## config.mk

```make
export PLATFORM = sky130hd
export DESIGN_NAME = disp_arb_flat
export DESIGN_NICKNAME = d
export VERILOG_FILES = /design/src/rtl/disp_arb_if.sv /design/src/rtl/disp_arb.sv /design/src/flat_wrapper.sv
export SDC_FILE = /design/constraint.sdc
export NUM_CORES = 1
export LEC_CHECK = 0
export BUFFER_PORTS_ARGS = -buffer_cell sky130_fd_sc_hd__buf_2
export CAP_MARGIN = 20
export CORE_MARGIN = 8
export CORE_UTILIZATION = 40
export CTS_BUF_LIST = sky130_fd_sc_hd__clkbuf_4 sky130_fd_sc_hd__clkbuf_8 sky130_fd_sc_hd__clkbuf_16
export DETAILED_ROUTE_END_ITERATION = 8
export PLACE_DENSITY_LB_ADDON = 0.25
export REMOVE_ABC_BUFFERS = 1
export SLEW_MARGIN = 5
export SYNTH_ARGS = -nofsm -noshare
export SYNTH_HDL_FRONTEND = slang
export SYNTH_SLANG_ARGS = --single-unit
```

## constraint.sdc

```tcl
create_clock -name clk -period 5.7 [get_ports clk]
set_input_delay 0.57 -clock clk [delete_from_list [all_inputs] [get_ports clk]]
set_output_delay 0.57 -clock clk [all_outputs]
set_load 0.05 [all_outputs]
```

## src/rtl/disp_arb_if.sv

```systemverilog
// Display arbitration bus.
// Bundles the two requester channels (request + value) and the arbiter
// outputs (per-requester grants, displayed value, owner code).
//   slave  : arbiter side (takes requests/data, drives grants/data_2/modulo)
//   master : requester / display-manager side
interface disp_arb_if #(
  parameter int DATA_W = 16
);
  logic              req_fib;
  logic [DATA_W-1:0] data_fib;
  logic              req_tmr;
  logic [DATA_W-1:0] data_tmr;
  logic              gnt_fib;
  logic              gnt_tmr;
  logic [DATA_W-1:0] data_2;
  logic [1:0]        modulo;

  modport slave (
    input  req_fib, data_fib, req_tmr, data_tmr,
    output gnt_fib, gnt_tmr, data_2, modulo
  );

  modport master (
    output req_fib, data_fib, req_tmr, data_tmr,
    input  gnt_fib, gnt_tmr, data_2, modulo
  );
endinterface

```

## src/rtl/disp_arb.sv

```systemverilog
// Display arbiter between the Fibonacci and Timer modules.
// Once granted, an owner keeps the display for at least HOLD_CONT cycles.
// When both request from idle, the one not served most recently wins.
// The displayed value is registered and follows the owner's data while its
// request is high, otherwise it freezes.
// Ports:
//   clk  : system clock, all state updates on the rising edge
//   rst  : synchronous, active-high reset
//   bus  : disp_arb_if.slave (req_fib/data_fib, req_tmr/data_tmr in;
//          gnt_fib, gnt_tmr, data_2, modulo out)
module disp_arb #(
  parameter int HOLD_CONT = 50,
  parameter int DATA_W    = 16
) (
  input  logic       clk,
  input  logic       rst,
  disp_arb_if.slave  bus
);

  localparam int CNT_W = (HOLD_CONT > 1) ? $clog2(HOLD_CONT) : 1;
  localparam logic [CNT_W-1:0] HOLD_LAST = CNT_W'(HOLD_CONT - 1);

  // State encoding doubles as the owner code driven on modulo.
  typedef enum logic [1:0] {
    IDLE     = 2'b00,
    SHOW_FIB = 2'b01,
    SHOW_TMR = 2'b10
  } state_e;

  typedef enum logic {
    OWN_FIB = 1'b0,
    OWN_TMR = 1'b1
  } owner_e;

  state_e            state_q, state_d;
  owner_e            last_q, last_d;
  logic [CNT_W-1:0]  hold_cnt_q, hold_cnt_d;
  logic [DATA_W-1:0] data_q, data_d;
  logic              hold_done;
  logic              enter;

  function automatic logic [CNT_W-1:0] sat_inc(input logic [CNT_W-1:0] v);
    return (v == HOLD_LAST) ? v : v + 1'b1;
  endfunction

  assign hold_done = (hold_cnt_q == HOLD_LAST);

  always_comb begin
    state_d = state_q;
    case (state_q)
      IDLE: begin
        if (bus.req_fib && bus.req_tmr)
          state_d = (last_q == OWN_TMR) ? SHOW_FIB : SHOW_TMR;
        else if (bus.req_fib)
          state_d = SHOW_FIB;
        else if (bus.req_tmr)
          state_d = SHOW_TMR;
      end
      SHOW_FIB: begin
        // Only a finished hold may release or hand over the display.
        if (hold_done) begin
          if (bus.req_tmr)
            state_d = SHOW_TMR;
          else if (!bus.req_fib)
            state_d = IDLE;
        end
      end
      SHOW_TMR: begin
        if (hold_done) begin
          if (bus.req_fib)
            state_d = SHOW_FIB;
          else if (!bus.req_tmr)
            state_d = IDLE;
        end
      end
      default: state_d = IDLE;
    endcase
  end

  // A SHOW state is entered from IDLE or from the other SHOW state.
  assign enter = (state_d != IDLE) && (state_d != state_q);

  always_comb begin
    hold_cnt_d = hold_cnt_q;
    last_d     = last_q;
    data_d     = data_q;

    if (enter)
      hold_cnt_d = '0;
    else if (state_q != IDLE)
      hold_cnt_d = sat_inc(hold_cnt_q);

    if (enter)
      last_d = (state_d == SHOW_FIB) ? OWN_FIB : OWN_TMR;

    // Load selection uses the next state so a new owner's data appears
    // together with its grant.
    if (state_d == SHOW_FIB && bus.req_fib)
      data_d = bus.data_fib;
    else if (state_d == SHOW_TMR && bus.req_tmr)
      data_d = bus.data_tmr;
  end

  always_ff @(posedge clk) begin
    if (rst) begin
      state_q    <= IDLE;
      last_q     <= OWN_TMR;
      hold_cnt_q <= '0;
      data_q     <= '0;
    end else begin
      state_q    <= state_d;
      last_q     <= last_d;
      hold_cnt_q <= hold_cnt_d;
      data_q     <= data_d;
    end
  end

  assign bus.gnt_fib = (state_q == SHOW_FIB);
  assign bus.gnt_tmr = (state_q == SHOW_TMR);
  assign bus.modulo  = state_q;
  assign bus.data_2  = data_q;

endmodule

```

## src/flat_wrapper.sv

```systemverilog
// flat-port wrapper written by rule: the top's interface ports become plain ports
module disp_arb_flat 
#(
  parameter int HOLD_CONT = 50,
  parameter int DATA_W    = 16
)
  (clk, rst, bus_req_fib, bus_data_fib, bus_req_tmr, bus_data_tmr, bus_gnt_fib, bus_gnt_tmr, bus_data_2, bus_modulo);
  disp_arb_if #(.DATA_W(DATA_W)) bus_i ();
  input  logic clk;
  input  logic rst;
  input wire logic [$bits(bus_i.req_fib)-1:0] bus_req_fib;
  input wire logic [$bits(bus_i.data_fib)-1:0] bus_data_fib;
  input wire logic [$bits(bus_i.req_tmr)-1:0] bus_req_tmr;
  input wire logic [$bits(bus_i.data_tmr)-1:0] bus_data_tmr;
  output wire logic [$bits(bus_i.gnt_fib)-1:0] bus_gnt_fib;
  output wire logic [$bits(bus_i.gnt_tmr)-1:0] bus_gnt_tmr;
  output wire logic [$bits(bus_i.data_2)-1:0] bus_data_2;
  output wire logic [$bits(bus_i.modulo)-1:0] bus_modulo;
  assign bus_i.req_fib = bus_req_fib;
  assign bus_i.data_fib = bus_data_fib;
  assign bus_i.req_tmr = bus_req_tmr;
  assign bus_i.data_tmr = bus_data_tmr;
  assign bus_gnt_fib = bus_i.gnt_fib;
  assign bus_gnt_tmr = bus_i.gnt_tmr;
  assign bus_data_2 = bus_i.data_2;
  assign bus_modulo = bus_i.modulo;
  disp_arb #(.HOLD_CONT(HOLD_CONT), .DATA_W(DATA_W)) u_core (.clk(clk), .rst(rst), .bus(bus_i));
endmodule
```

; Yosys cells after proc, flatten, opt, wreduce, memory -nomap -nowiden
; Index checks and enable logic that the tools add are counted.
; W data, S select, Z words.
[word_totals]
register_bits = 25
inputBits = 36
out_inout_bits = 20
elab_cells = 36
[op_classes]
addsub = 1
muxes = 14
n_bitwise = 1
reduce_logical = 10
eq_ne = 6
[op_table]
columns = cell, count
row1 = $mux W16, 2
row2 = $mux W2, 10
row3 = $add A6 B1 Y6 const B, 1
row4 = $eq A6 B6 Y1 const B, 1
row5 = $pmux W2 S3, 1
row6 = $reduce_bool A2 Y1, 3
row7 = $eq A2 B1 Y1 const B, 2
row8 = $eq A2 B2 Y1 const B, 2
row9 = $logic_and A1 B1 Y1, 4
row10 = $logic_not A2 Y1, 1
row11 = $ne A2 B2 Y1, 1
row12 = $reduce_and A2 Y1, 1
row13 = $reduce_or A2 Y1, 1
row14 = $mux W1, 1
row15 = $not A1 Y1, 1

; Depth between registers and ports, before layout
[logic_depth]
depth_word = 8
depth_mapped = 9
depth_no_buf = 7

; Worst setup path before layout
; No wires, ideal clock.
[synth_path]
path_kind = register to output
start = register u_core.state_q[1], in the netlist u_core.bus.modulo[1]
end = output bus_gnt_tmr
setup_slack_ns = 3.488
required_ns = 5.130
arrival_ns = 1.642
path_stages_with_launch = 4
path_buffers = 1
path_cell_list = dfxtp_1 -> buf_2 -> inv_1 -> nor2_1
[synth_via]
elab_chain_cells = 1
[synth_lines]
columns = element, line
row1 = from (decl), disp_arb.sv:35  ; state_e state_q, state_d;
row2 = from (signal assigned), disp_arb.sv:111  ; state_q <= state_d;
row3 = $eq A2 B2 Y1, disp_arb.sv:119  ; assign bus.gnt_tmr = (state_q == SHOW_TMR);
row4 = to (decl), flat_wrapper.sv:16  ; output wire logic [$bits(bus_i.gnt_tmr)-1:0] bus_gnt_tmr;
; Every way passes these cells.

; Worst setup path in the final report
[layout_path]
start = register u_core.hold_cnt_q[1]
end = register u_core.data_q[5], in the netlist u_core.bus.data_2[5]
[layout_via]
elab_chain_cells = 6
elab_cells_between_ends = 10
cone_classes = eq/ne: 3 / mux: 4 / reduce/logical: 3
[layout_lines]
columns = element, line
row1 = from (decl), disp_arb.sv:37  ; logic [CNT_W-1:0] hold_cnt_q, hold_cnt_d;
row2 = from (signal assigned), disp_arb.sv:113  ; hold_cnt_q <= hold_cnt_d;
row3 = $eq A6 B6 Y1 (*), disp_arb.sv:46  ; assign hold_done = (hold_cnt_q == HOLD_LAST);
row4 = "$mux W2, on equally long branches", "disp_arb.sv:69, disp_arb.sv:61"
row5 = $pmux W2 S3 (*), disp_arb.sv:50  ; case (state_q)
row6 = $eq A2 B1 Y1 / $eq A2 B2 Y1 (equally long branches), "disp_arb.sv:98, disp_arb.sv:100"
row7 = "$logic_and A1 B1 Y1, on equally long branches", "disp_arb.sv:98, disp_arb.sv:100"
row8 = $mux W16 / $reduce_bool A2 Y1 (equally long branches), --
row9 = to (signal assigned), disp_arb.sv:114  ; data_q <= data_d;
row10 = to (decl), disp_arb.sv:38  ; logic [DATA_W-1:0] data_q, data_d;
; Mark *: on every way between the ends. The rest lies on a longest branch, timed or not.
; A chain may end at the register's enable or synchronous reset.

==> impl_results.md <==
* Outcome: finished clean
* LEAKAGE at 0.739 nW
* Tmin final at about 2.3 ns
* Crit path required time at 5.91 ns
* Diodes inserted at 0
* HP Start: u_core.bus.data_2[11]$_SDFFE_PP0P_
* Die width at around 72 um
* #FFs+latches synth at 25
* Port bufs at 55
* Critical Path Start: u_core.hold_cnt_q[1]$_SDFFE_PP0P_
* Final TNS setup at 0 ns
* CTS tree: yes
* Post-synthesis cell type count at 35
* Post-Route Skew at 0.00254 ns
* Largest net degree at the start of global routing at 20
* Clk sinks at 25
* Slew margin rel. at 40.8%
* Syn avg cell area at 9.95 sq um
* Final instance area at between 1500 and 2000 sq um
* GP Congestion at a little over 0.9
* Final Power at between 0.4 and 0.5 mW
* Initial DRT Pass Iterations at 4
* Endpoint arrival time on the critical path at 2.49 ns
* Number of hold buffers added after CTS at 0
* R2R Path Start: u_core.hold_cnt_q[1]$_SDFFE_PP0P_
* Post-DRT Antenna Nets at 0
* Via count at 1142
* Most common cell after layout, fill and taps aside: buf_2
* Yosys warnings at 0
* Grt total ovfl at 0
* Power Dens Cells at 276 nW/um^2
* Number of max-cap violations at 0
* Vias in the first global route at ~1200
* Post-CTS Repair Setup Buffers at 0
* WHS at approximately 0.48 ns
* Endpoints failing hold at 0
* Avg WL per Cell at around 14 um
* Util after Layout at between 50% and 60%
* Area of the mapped netlist at 1260 sq um
* Min-Delay Path Depth at 1
* Vias/cell at 5.08
* Period utilization at between 30% and 40%
* Antenna violations before repair at 0
* Worst setup SP type: register
* RSZ-0062 raised after global routing: no
* Nets@finish at 220
* HPWL Detailed at between 2000 and 2500 um
* Share of cells above drive strength 1 at between 30% and 40%
* Post-DP Area at 1540 sq um
* # rows at 20
* Core ar. at around 3000 sq um
* CP Capture Type: register
* Detailed Route Iter0 Violations at 80
* Layout area overhead at 25.3%
* Final setup viols at 0
* Worst path cell trace: inv_1 > ha_1 > and4b_1 > a32o_1 > o21ai_2 > buf_8 > mux2i_1 > o2bb2ai_1
* Reg-to-reg endpoint: u_core.bus.data_2[5]$_SDFFE_PP0P_
* Worst-case clock buffer depth at 2
* Commonest cells after routing, fill and taps aside: buf_2, dfxtp_1, mux2i_1, nor2_1, o2bb2ai_1
* Achievable frequency at between 400 and 500 MHz
* DRC at 0
* Die area at 5210 sq um
* Maximum fanout along the worst path at 11
* Post_cts resized at 0
* Clock root cell: clkbuf_4
* Post-synthesis sequential area ratio at 39.6%
* Post-Route WL at approximately 3100 um
* Worst VDD drop at roughly 130 uV
* CP delay by family, top: compound AO/OA/AOI/OAI gates
* R2R cell count at 8
* R2r setup slk at 3.42 ns
* Worst-path clk slew at around 0.14 ns
* Post-Syn Instances at 127
* WP buf/inv at 2
* Worst-Skew Late Latency at between 0.3 and 0.4 ns
* Global-route wire length before repair at 5210 um
* H-tree Lvls at 1
* Total global-route track usage at around an eighth
* Hold Path Sink: u_core.bus.data_2[11]$_SDFFE_PP0P_
* CP Class: reg2reg
* Max Slew Vio Count at 0
* Initial core utilization at approximately two fifths
* Die Y at around 72 um
* Hold/Removal Path Class: reg2reg
* CP max stage delay at 0.53 ns
* Total CTS buffers at 3
* Worst-margin pin slew at ~0.9 ns
* Boundary Pins at 56
* CP max-delay cell: o21ai_2
per-layer routing:
| layer | part of all wire, % | track usage, % | up-vias |
|---|---|---|---|
| li1 | - | - | 575 |
| met1 | 44 | 14.0 | 518 |
| met2 | 47 | 20.4 | 45 |
| met3 | 8.1 | 4.13 | 4 |
| met4 | 1.1 | 4.54 | 0 |
| met5 | 0 | 0 | - |
final cells by class:
type	count	area, sq um
Timing Repair Buffer	56	290
Sequential cell	25	500
Clock buffer	4	30.0
Inverter	4	15.0
Multi-Input combinational cell	92	693
Fill cell	285	1440
Tap cell	44	55.1
cells in the mapped netlist (all sizes together):
cell type | instances | share of area, %
clkbuf | 2 | 0.59
nand4 | 1 | 0.50
nor2 | 18 | 5.9
nand3 | 1 | 0.40
inv | 4 | 1.2
a211oi | 5 | 3.0
ha | 2 | 2.0
and2b | 1 | 0.79
a31oi | 1 | 0.50
o22a | 1 | 0.69
a41oi | 1 | 0.69
o21ai | 3 | 1.5
mux2i | 16 | 13
nor3b | 2 | 2.1
buf | 4 | 3.8
a22oi | 2 | 1.2
a21oi | 4 | 1.6
o31ai | 1 | 0.59
nand2 | 6 | 1.8
o211ai | 1 | 0.59
o2bb2ai | 14 | 10
a32o | 1 | 0.79
o221ai | 1 | 1.2
o22ai | 1 | 0.50
xor2 | 2 | 1.4
and3 | 3 | 1.5
xnor2 | 3 | 2.1
dfxtp | 25 | 40
and4b | 1 | 0.79
worst max-delay path by stage:
stage	endpoint	slack (ns)	cells after the start
6_report	u_core.bus.data_2[5]$_SDFFE_PP0P_	3.42	8
5_1_grt	u_core.bus.data_2[8]$_SDFFE_PP0P_	3.21	8
4_1_cts	u_core.bus.data_2[9]$_SDFFE_PP0P_	3.20	7
3_5_place_dp	u_core.bus.data_2[9]$_SDFFE_PP0P_	3.20	7
3_3_place_gp	u_core.bus.data_2[14]$_SDFFE_PP0P_	3.27	7
2_1_floorplan	u_core.bus.data_2[10]$_SDFFE_PP0P_	3.29	5
registers in the layout, summed over array words and instances, names as in the netlist:
signal	flops
u_core.bus.data_2	16
u_core.hold_cnt_q	6
u_core.bus.modulo	2
u_core.last_q	1
per-stage QoR:
step | std cells | setup WS [ns]
after floorplan | 121 | 3.29
after global placement | 220 | 3.27
after detailed placement | 220 | 3.20
after CTS | 224 | 3.20
after global routing | 225 | 3.21
final | 225 | 3.42
power by group:
part	switching (mW)	leakage [nW]	internal, mW	total, mW
combinational	0.0992	0.514	0.0489	0.148
sequential	0.0123	0.206	0.191	0.203
clock	0.0542	0.0184	0.0321	0.0863
total	0.166	0.739	0.272	0.438
cell families after synthesis:
| logic type | count (synthesis) | share of synthesized area (%) |
|---|---|---|
| fa+ha+maj | 2 | 1.98 |
| mux | 16 | 12.7 |
| buf+inv | 10 | 5.54 |
| xor+xnor | 5 | 3.47 |
| flops | 25 | 39.6 |
| simple gates | 33 | 13.8 |
| compound gates | 36 | 23.0 |
Power figures use the tool's default switching activity.
